## src/rtl/edge_event_arbiter.sv

```systemverilog
// Rising-edge detector on N event lines with per-channel pending latches,
// drained round-robin onto a single registered valid/ready event port.
module edge_event_arbiter #(
  parameter int N    = 4,
  parameter int ID_W = 2
) (
  input  logic            clk,
  input  logic            rst,
  input  logic [N-1:0]    x,
  input  logic [N-1:0]    en,
  input  logic            evt_ready,
  input  logic            ovr_clr,
  output logic            evt_valid,
  output logic [ID_W-1:0] evt_id,
  output logic [N-1:0]    pending,
  output logic [N-1:0]    overrun
);

  typedef enum logic [0:0] {IDLE = 1'b0, GRANT = 1'b1} state_t;

  state_t          state_q, state_d;
  logic [N-1:0]    prev_q, prev_d;
  logic [N-1:0]    pending_q, pending_d;
  logic [N-1:0]    overrun_q, overrun_d;
  logic            evt_valid_q, evt_valid_d;
  logic [ID_W-1:0] evt_id_q, evt_id_d;
  logic [ID_W-1:0] rr_ptr_q, rr_ptr_d;

  logic [N-1:0]    edge_v;
  logic [N-1:0]    accept_v;
  logic            accept;
  logic [ID_W-1:0] win_hi, win_lo, winner;
  logic            hit_hi;

  assign accept = (state_q == GRANT) && evt_ready;

  always_comb begin
    edge_v   = x & ~prev_q & en;
    prev_d   = x;
    accept_v = '0;
    for (int i = 0; i < N; i++)
      accept_v[i] = accept && (evt_id_q == ID_W'(i));
    // A fresh edge on the channel being accepted re-arms it rather than overrunning.
    pending_d = (pending_q & ~accept_v) | edge_v;
    overrun_d = (ovr_clr ? '0 : overrun_q) | (edge_v & pending_q & ~accept_v);
  end

  // Lowest pending index at or above rr_ptr, else lowest pending index overall.
  always_comb begin
    win_hi = '0;
    win_lo = '0;
    hit_hi = 1'b0;
    for (int i = N - 1; i >= 0; i--) begin
      if (pending_q[i]) win_lo = ID_W'(i);
      if (pending_q[i] && (ID_W'(i) >= rr_ptr_q)) begin
        win_hi = ID_W'(i);
        hit_hi = 1'b1;
      end
    end
    winner = hit_hi ? win_hi : win_lo;
  end

  always_ff @(posedge clk) begin
    if (rst) begin
      state_q     <= IDLE;
      prev_q      <= '0;
      pending_q   <= '0;
      overrun_q   <= '0;
      evt_valid_q <= 1'b0;
      evt_id_q    <= '0;
      rr_ptr_q    <= '0;
    end else begin
      state_q     <= state_d;
      prev_q      <= prev_d;
      pending_q   <= pending_d;
      overrun_q   <= overrun_d;
      evt_valid_q <= evt_valid_d;
      evt_id_q    <= evt_id_d;
      rr_ptr_q    <= rr_ptr_d;
    end
  end

  always_comb begin
    state_d = state_q;
    case (state_q)
      IDLE:    if (|pending_q) state_d = GRANT;
      GRANT:   if (evt_ready)  state_d = IDLE;
      default: state_d = IDLE;
    endcase
  end

  always_comb begin
    evt_valid_d = evt_valid_q;
    evt_id_d    = evt_id_q;
    rr_ptr_d    = rr_ptr_q;
    case (state_q)
      IDLE: begin
        if (|pending_q) begin
          evt_valid_d = 1'b1;
          evt_id_d    = winner;
        end
      end
      GRANT: begin
        if (evt_ready) begin
          evt_valid_d = 1'b0;
          rr_ptr_d    = (evt_id_q == ID_W'(N - 1)) ? '0 : evt_id_q + ID_W'(1);
        end
      end
      default: evt_valid_d = 1'b0;
    endcase
  end

  assign evt_valid = evt_valid_q;
  assign evt_id    = evt_id_q;
  assign pending   = pending_q;
  assign overrun   = overrun_q;

endmodule

```

## config.mk

```make
export PLATFORM = sky130hd
export DESIGN_NAME = edge_event_arbiter
export DESIGN_NICKNAME = d
export VERILOG_FILES = /design/src/rtl/edge_event_arbiter.sv
export SDC_FILE = /design/constraint.sdc
export NUM_CORES = 1
export LEC_CHECK = 0
export CORE_UTILIZATION = 36
export DETAILED_ROUTE_END_ITERATION = 10
export SLEW_MARGIN = 20
export SYNTH_ARGS = -nofsm -noshare
export SYNTH_HDL_FRONTEND = slang
export SYNTH_SLANG_ARGS = --single-unit
```

## constraint.sdc

```tcl
create_clock -name clk -period 1.32 [get_ports clk]
set_input_delay 0.198 -clock clk [delete_from_list [all_inputs] [get_ports clk]]
set_output_delay 0.198 -clock clk [all_outputs]
set_load 0.005 [all_outputs]
```

==> results of run 1 <==
[where the power goes]
group	switching [mW]	internal (mW)
sequential	0.0381	0.581
combinational	0.104	0.141
clock	0.176	0.168
total	0.318	0.891
[sequential cells by signal (all words and copies together), names as in the netlist]
register,cells
evt_id,2
evt_valid,1
overrun,4
pending,4
prev_q,4
rr_ptr_q,2
state_q,1
[final cells by class]
| cell class | instances | area, µm² | share of cell area |
|---|---|---|---|
| Tap cell | 27 | 33.8 | 0.0279 |
| Multi-Input combinational cell | 62 | 464 | 0.383 |
| Sequential cell | 18 | 382 | 0.315 |
| Clock buffer | 4 | 36.3 | 0.0299 |
| Timing Repair Buffer | 31 | 274 | 0.226 |
| Inverter | 6 | 22.5 | 0.0186 |
[worst paths after layout]
| kind | cells past startpoint | to | from | slack, ns |
|---|---|---|---|---|
| worst max-delay path | 5 | overrun[1] | evt_id[1] | 0.06 |
| worst min register to register | 2 | overrun[2] | overrun[2] | 0.47 |
| worst max register to register | 5 | overrun[1] | evt_id[1] | 0.06 |
| worst min-delay path | 2 | overrun[2] | overrun[2] | 0.47 |
[layer usage]
layer,vias to the layer above,share of wire,track usage
li1,369,-,-
met1,335,0.45,0.176
met2,14,0.50,0.290
met3,2,0.044,0.0498
met4,0,0.0074,0.0429
met5,-,0,0
[metrics by stage]
stage          hold slack (ns)  area (µm²)
2_1_floorplan            0.294         810
3_3_place_gp             0.459        1090
3_5_place_dp             0.462        1090
4_1_cts                  0.472        1170
5_1_grt                  0.474        1210
6_report                 0.470        1210
[cells by family (layout without fill, tap and decap cells)]
| kind of cell | after synthesis | in the layout | share of synthesized area |
|---|---|---|---|
| muxes | 2 | 2 | 0.0247 |
| DFF | 18 | 18 | 0.445 |
| adders and majority gates | 4 | 4 | 0.0618 |
| buffers and inverters | 9 | 41 | 0.0525 |
| and+or+nand+nor | 37 | 37 | 0.274 |
| AOI/OAI and AO/OA | 19 | 19 | 0.142 |
[Yosys cell counts, drive strengths merged, types with 2 or more instances]
library cell  instances  area share
nand2b                6       0.046
or3b                  4       0.043
nand2                 7       0.032
nand3                 5       0.031
a21oi                12       0.074
nand3b                4       0.037
inv                   6       0.028
nor2b                 4       0.031
buf                   2       0.020
dfxtp                18        0.45
nor2                  4       0.019
ha                    4       0.062
mux2i                 2       0.025
[placed cells by master (no fill, tap or decap), drive strengths merged, types with 2 or more instances in the layout]
cell and n:
dfxtp 18, a21oi 12, clkdlybuf4s50 11, dlygate4sd2 11, buf 9, nand2 7, nand2b 6, inv 6
nand3 5, nand3b 4, nor2b 4, nor2 4, clkbuf 4, or3b 4, ha 4, mux2i 2
[worst reg2reg max path, cell delays in order (launching register included)]
cell and delay (ns):
dfxtp_2 0.37, inv_2 0.06, ha_1 0.18, nand3_2 0.08
or3b_4 0.39, a21oi_2 0.11
[repair_timing]
item,in CTS,in global routing
gates cloned,0,0
endpoints found under the setup margin,13,6
gates resized for setup,28,12
pin swaps,1,2
buffers inserted,4,0
==> results.md, run 1 <==
* Area grow syn2layout at 49.8%
* Initial antenna violation count at 0
* Worst-Skew Late Latency at 0.30 ns
* Syn Area/Cell at 9.10 µm²
* Sequential fraction of the synthesis area at 0.445
* Die Ht at 49.4 µm
* Routed WL per cell at 11.9 µm
* Final hold vios at 0
* Total design power at 1.21 mW
* Crit Path Max Fanout at 4
* Post-Syn Nets at 105
* Synth Instances at 89
* Power per cell area at 997 mW/mm²
* Final core utilization at 0.594
* Detailed Route WL at 1760 µm
* Die width at 49.4 µm
* Buffers on Ports at 22
* Critical Path, Cell by Cell: inv_2 -> ha_1 -> nand3_2 -> or3b_4 -> a21oi_2
* Final Skew at 0.000772 ns
* Number of synthesized flops with an enable pin at 0
* IO Pins at 23
* CP max stage delay at 0.39 ns
* DRC Markers at 0
* Placer Congestion at 0.834
* Vias per cell at 4.86
* CP max-delay cell: or3b_4
* Total track usage at 0.159
* Sink Count at 18
* Fmax at 797 MHz
* Pre-CTS setup slack at -0.112 ns
* Setup ws final at 0.0649 ns
* Die area at 0.00244 mm²
* Startpoint Class: flip-flop
* Total gr overflow at 0
* Final period utilization at 0.951
* Worst Max-Slew Pin Slew at 0.424 ns
* Worst Setup End Kind: flip-flop
* WS Path Type: reg2reg
* Max cap viols at 0
* Pin count of the biggest net entering global routing at 13
* Top delay family on crit path: simple AND/OR/NAND/NOR gates
* Synthesis-stage register bit count at 18
* N_diodes at 0
* Root Buffer: clkbuf_4
* TNS Setup at 0 ns
* Rows at 16
* Routed Antenna Nets at 0
* CP required at 1.56 ns
* Final Slew Violations at 0
* Initial core utilization at 0.396
* Hold Path Class: reg2reg
* CTS HTree Levels at 1
* Endpoints failing setup at 0
* Mapped Area at 810 µm²
* Share of cells above drive strength 1 at 0.355
* Fin cells at 148
* Worst vdd ir at 0.820 mV
* Final worst path period need at 1.26 ns
* # placed instances at 141
* Fill cells at 204
* Clk slew on worst S/H paths at 0.10 ns
* CTS Hold Buffers Added at 0
* CTS Buf Count at 3
* Number of synthesis warnings at 0
* Core box area at 0.00204 mm²
* FFs w/ async S/R, synth at 0
* Vias at 720
* Pre-Repair DR Iteration Count at 4
* Critical path data arrival time at 1.50 ns
* Rel. slew slack at 0.717
* Worst path buffer plus inverter count at 1
* First-pass GRT wire length at 2990 µm
* DR iter-0 viols at 6
* Nets@finish at 138
* Vias in the first global route at 708
* Yosys cell types at 26
* Main synth FF type: dfxtp_1
* Leak Pwr at 0.488 nW
* Status: finished, final reports clean
* Clock Path Buffers at 2
* CTS tree: yes
* RSZ-0062 raised after global routing: true
* Post-DP HPWL at 1280 µm
Power figures use the tool's default switching activity.
==> run 2, diff against run 1 <==
--- a/config.mk
+++ b/config.mk
@@ -7,6 +7,7 @@
 export LEC_CHECK = 0
 export CORE_UTILIZATION = 36
 export DETAILED_ROUTE_END_ITERATION = 10
+export GPL_TIMING_DRIVEN = 0
 export SLEW_MARGIN = 20
 export SYNTH_ARGS = -nofsm -noshare
 export SYNTH_HDL_FRONTEND = slang
==> run 2 against run 1 <==
  * Via count is 0.56% higher
  * Clock power is 24% lower
  * Core utilization is 0.61 points lower
  * Flip-flop and latch count stayed put
  * Non-clock buffer count is 1 higher
  * Die area stayed put
  * Count of clock-buffer cells in the layout is 1 lower
  * Critical path type unchanged
  * Sequential power is 2% lower
  * Cell area is 1.0% lower
  * Fmax is 2.3% lower
==> results.md, run 2 (synthesis gave the netlist of run 1 again) <==
* Startpoint Class: flip-flop (unchanged)
* Total gr overflow at 0 (unchanged)
* Buffers on Ports at 21 (was 22)
* Rel. slew slack at 0.686 (was 0.717)
* N_diodes at 0 (unchanged)
* First-pass GRT wire length at 2960 µm (was 2990 µm)
* Area grow syn2layout at 48.2% (was 49.8%)
* Routed WL per cell at 12.5 µm (was 11.9 µm)
* DRC Markers at 0 (unchanged)
* Initial core utilization at 0.396 (unchanged)
* Fill cells at 197 (was 204)
* Die area at 0.00244 mm² (unchanged)
* Worst vdd ir at 0.478 mV (was 0.820 mV)
* Share of cells above drive strength 1 at 0.306 (was 0.355)
* Clock Path Buffers at 2 (unchanged)
* RSZ-0062 raised after global routing: true (unchanged)
* Die Ht at 49.4 µm (unchanged)
* Clk slew on worst S/H paths at 0.10 ns (about the same)
* Core box area at 0.00204 mm² (unchanged)
* Final Slew Violations at 0 (unchanged)
* Placer Congestion at 0.794 (was 0.834)
* Final hold vios at 0 (unchanged)
* Critical path data arrival time at 1.49 ns (was 1.50 ns)
* Leak Pwr at 0.549 nW (was 0.488 nW)
* DR iter-0 viols at 4 (was 6)
* Detailed Route WL at 1850 µm (was 1760 µm)
* Most frequent cells in the layout: clkdlybuf4s50_1 (10), a21oi_1 (9), buf_4 (8) (was clkdlybuf4s50_1 (11), dlygate4sd2_1 (11), a21oi_1 (9), buf_4 (9), dfxtp_2 (8))
* Endpoints failing setup at 0 (unchanged)
* Pin count of the biggest net entering global routing at 11 (was 13)
* Routed Antenna Nets at 0 (unchanged)
* Final worst path period need at 1.28 ns (was 1.26 ns)
* Fmax at 779 MHz (was 797 MHz)
* CP max stage delay at 0.36 ns (was 0.39 ns)
* CTS HTree Levels at 1 (unchanged)
* Post-DP HPWL at 1260 µm (was 1280 µm)
* Total track usage at 0.159 (about the same)
* Power per cell area at 937 mW/mm² (was 997 mW/mm²)
* TNS Setup at 0 ns (unchanged)
* Setup ws final at 0.0359 ns (was 0.0649 ns)
* IO Pins at 23 (unchanged)
* Hold slack at 0.326 ns (was 0.470 ns)
* Final Skew at 0.00904 ns (was 0.000772 ns)
* Sink Count at 18 (unchanged)
* Initial antenna violation count at 0 (unchanged)
* Vias per cell at 4.89 (was 4.86)
* Status: finished, final reports clean (unchanged)
* WS Path Type: reg2reg (unchanged)
* Critical Path, Cell by Cell: buf_4 -> ha_1 -> nand3_1 -> or3b_1 -> a21oi_1 (was inv_2 -> ha_1 -> nand3_2 -> or3b_4 -> a21oi_2)
* CP max-delay cell: or3b_1 (was or3b_4)
* Nets@finish at 139 (was 138)
* CTS Buf Count at 3 (unchanged)
* Fin cells at 148 (unchanged)
* Root Buffer: clkbuf_4 (unchanged)
* CTS tree: yes (unchanged)
* Design area at 0.00120 mm² (was 0.00121 mm²)
* Hold Path Class: in2reg (was reg2reg)
* Worst Max-Slew Pin Slew at 0.471 ns (was 0.424 ns)
* Worst Setup End Kind: flip-flop (unchanged)
* Max cap viols at 0 (unchanged)
* Vias at 724 (was 720)
* Cell Area, Placed at 0.00105 mm² (was 0.00109 mm²)
* Pre-Repair DR Iteration Count at 2 (was 4)
* Final period utilization at 0.973 (was 0.951)
* Die width at 49.4 µm (unchanged)
* Crit Path Max Fanout at 3 (was 4)
* Rows at 16 (unchanged)
* Commonest non-fill, non-tap cell in the layout: clkdlybuf4s50_1
* CTS Hold Buffers Added at 0 (unchanged)
* Worst-Skew Late Latency at 0.28 ns (was 0.30 ns)
* # placed instances at 137 (was 141)
* CP required at 1.53 ns (was 1.56 ns)
* Vias in the first global route at 669 (was 708)
* Pre-CTS setup slack at -0.134 ns (was -0.112 ns)
==> run 2: worst max-delay path, delay by kind of cell, from the launching register on <==
family                   cells  cell delay [ns]
AND/OR/NAND/NOR              2             0.47
flip-flops                   1             0.34
buffers and inverters        1             0.13
adder cells (fa/ha/maj)      1             0.17
AO/OA/AOI/OAI                1             0.12
==> run 2: per-layer routing <==
layer  wire length, µm  up-vias  GRT usage
li1                  -      373          -
met1               873      338      0.199
met2               890       11      0.265
met3                72        2     0.0343
met4                11        0     0.0571
met5                 0        -          0
==> run 2: final timing paths <==
kind	to	from	cells past startpoint	slack, ns
setup / recovery	overrun[2]	evt_id[1]	5	0.04
hold / removal	prev_q[0]	rst	2	0.33
setup reg to reg	overrun[2]	evt_id[1]	5	0.04
hold reg to reg	overrun[2]	overrun[2]	2	0.48
==> run 2: timing repair <==
action                                  4_1_cts  5_1_grt
endpoints found under the setup margin       10       13
pin swaps                                     0        0
resized for setup                            17       18
hold endpoints to repair                      0        0
setup buffers                                 7        1
==> run 2: where the power goes <==
part | internal [mW] | switching (mW)
registers | 0.579 | 0.0243
clock network | 0.106 | 0.154
logic | 0.145 | 0.116
==> run 2: cell type report <==
| type | count | area (µm²) | share of cell area |
|---|---|---|---|
| plain buffers | 3 | 20.0 | 0.0167 |
| clock buffers | 3 | 22.5 | 0.0188 |
| inverters | 6 | 22.5 | 0.0188 |
| multi-input cells | 62 | 442 | 0.368 |
| flip-flops and latches | 18 | 384 | 0.320 |
| well taps | 27 | 33.8 | 0.0282 |
| repair buffers | 29 | 275 | 0.229 |
==> run 2: stage by stage <==
stage / total power, mW / utilization
6_report: 1.12 / 0.588
5_1_grt: 1.19 / 0.588
4_1_cts: 1.12 / 0.558
3_5_place_dp: 0.848 / 0.516
3_3_place_gp: 0.842 / 0.516
2_1_floorplan: 0.741 / -
==> run 3, diff against run 2 <==
--- a/config.mk
+++ b/config.mk
@@ -5,9 +5,11 @@
 export SDC_FILE = /design/constraint.sdc
 export NUM_CORES = 1
 export LEC_CHECK = 0
+export CORE_ASPECT_RATIO = 0.7
 export CORE_UTILIZATION = 36
 export DETAILED_ROUTE_END_ITERATION = 10
 export GPL_TIMING_DRIVEN = 0
+export REMOVE_ABC_BUFFERS = 1
 export SLEW_MARGIN = 20
 export SYNTH_ARGS = -nofsm -noshare
 export SYNTH_HDL_FRONTEND = slang
==> run 3 against run 2 <==
  * Critical path depth unchanged
  * Core utilization up 1.6 points
  * Flip-flop and latch count unchanged
  * Critical path type unchanged
==> results.md, run 3 (synthesis gave the netlist of run 1 again) <==
* Nets@finish at 136 (was 139)
* Power per cell area at 952 mW/mm² (was 937 mW/mm²)
* Worst Setup End Kind: flip-flop (unchanged)
* Final Slew Violations at 0 (unchanged)
* Final Skew at 0.00120 ns (was 0.00904 ns)
* CTS tree: yes (unchanged)
* Vias in the first global route at 643 (was 669)
* Max cap viols at 0 (unchanged)
* Area grow syn2layout at 47.9% (was 48.2%)
* Cell Area, Placed at 0.00105 mm² (about the same)
* Die width at 58.7 µm (was 49.4 µm)
* Routed WL per cell at 12.1 µm (was 12.5 µm)
* RSZ-0062 raised after global routing: true (unchanged)
* Worst-Skew Late Latency at 0.29 ns (was 0.28 ns)
* WS Path Type: reg2reg (unchanged)
* Final period utilization at 0.987 (was 0.973)
* Routed Antenna Nets at 0 (unchanged)
* Vias per cell at 4.95 (was 4.89)
* Initial antenna violation count at 0 (unchanged)
* First-pass GRT wire length at 2840 µm (was 2960 µm)
* Fill cells at 194 (was 197)
* DRC Markers at 0 (unchanged)
* Sink Count at 18 (unchanged)
* Final hold vios at 0 (unchanged)
* DR iter-0 viols at 35 (was 4)
* Endpoints failing setup at 0 (unchanged)
* Vias at 733 (was 724)
* Setup ws final at 0.0168 ns (was 0.0359 ns)
* Hold Path Class: reg2reg (was in2reg)
* Critical path data arrival time at 1.52 ns (was 1.49 ns)
* Fmax at 767 MHz (was 779 MHz)
* Clk slew on worst S/H paths at 0.10 ns (about the same)
* Rel. slew slack at 0.501 (was 0.686)
* Design area at 0.00120 mm² (about the same)
* Final worst path period need at 1.30 ns (was 1.28 ns)
* Post-DP HPWL at 1210 µm (was 1260 µm)
* Detailed Route WL at 1790 µm (was 1850 µm)
* Crit Path Max Fanout at 3 (unchanged)
* N_diodes at 0 (unchanged)
* Total gr overflow at 0 (unchanged)
* CP required at 1.54 ns (was 1.53 ns)
* CTS HTree Levels at 1 (unchanged)
* Worst Max-Slew Pin Slew at 0.748 ns (was 0.471 ns)
* Core box area at 0.00198 mm² (was 0.00204 mm²)
* TNS Setup at 0 ns (unchanged)
* Root Buffer: clkbuf_4 (unchanged)
* Pre-CTS setup slack at -0.443 ns (was -0.134 ns)
* Status: finished, final reports clean (unchanged)
* Initial core utilization at 0.408 (was 0.396)
* Buffers on Ports at 22 (was 21)
* Die Ht at 41.7 µm (was 49.4 µm)
* Startpoint Class: flip-flop (unchanged)
* Fin cells at 148 (unchanged)
* Leak Pwr at 0.500 nW (was 0.549 nW)
* Share of cells above drive strength 1 at 0.314 (was 0.306)
* Die area at 0.00245 mm² (was 0.00244 mm²)
* Worst vdd ir at 0.518 mV (was 0.478 mV)
* Hold slack at 0.469 ns (was 0.326 ns)
* IO Pins at 23 (unchanged)
* Most frequent cells in the layout: a21oi_1 (10), clkdlybuf4s50_1 (10), dlygate4sd2_1 (10) (was clkdlybuf4s50_1 (10), a21oi_1 (9), buf_4 (8))
* Placer Congestion at 0.786 (was 0.794)
* Total design power at 1.14 mW (was 1.12 mW)
* CTS Buf Count at 3 (unchanged)
* Total track usage at 0.155 (was 0.159)
* Clock Path Buffers at 2 (unchanged)
* Pin count of the biggest net entering global routing at 20 (was 11)
* Pre-Repair DR Iteration Count at 4 (was 2)
* # placed instances at 138 (was 137)
* Rows at 13 (was 16)
* Final core utilization at 0.603 (was 0.588)
-- run 3: worst paths after layout --
| check | startpoint | to | slack [ns] | depth (start not counted) |
|---|---|---|---|---|
| setup reg to reg | evt_id[0] | overrun[3] | 0.02 | 5 |
| setup / recovery | evt_id[0] | overrun[3] | 0.02 | 5 |
| hold reg to reg | overrun[0] | overrun[0] | 0.47 | 2 |
| hold / removal | overrun[0] | overrun[0] | 0.47 | 2 |
-- run 3: repair_timing --
item | in CTS | in global routing
setup endpoints to repair | 14 | 7
hold buffers | 0 | 0
pin swaps | 0 | 1
buffers inserted | 4 | 3
gates resized for setup | 26 | 14
-- run 3: report_power, final --
part / total (mW) / switching (mW) / internal [mW]
clock network: 0.267 / 0.161 / 0.106
registers: 0.617 / 0.0376 / 0.580
logic: 0.255 / 0.111 / 0.145
total: 1.14 / 0.309 / 0.830
-- run 3: final cells by class --
cell class / instances / area (µm²) / area share
Clock buffer: 3 / 22.5 / 0.0188
Inverter: 6 / 22.5 / 0.0188
Multi-Input combinational cell: 62 / 465 / 0.389
Sequential cell: 18 / 384 / 0.321
Tap cell: 30 / 37.5 / 0.0313
Timing Repair Buffer: 29 / 265 / 0.222
-- run 3: worst max-delay path, cell delays in order (launching register included) --
cell and delay, ns:
dfxtp_2 0.34, buf_4 0.14, ha_2 0.19, nand3_2 0.06
or3b_4 0.38, a21oi_2 0.12
-- run 3: routing by layer --
layer  vias to the layer above  GRT usage  wire length, µm
li1                        372          -                -
met1                       334      0.221              897
met2                        25      0.225              754
met3                         2     0.0561              127
met4                         0     0.0286                6
met5                         -          0                0
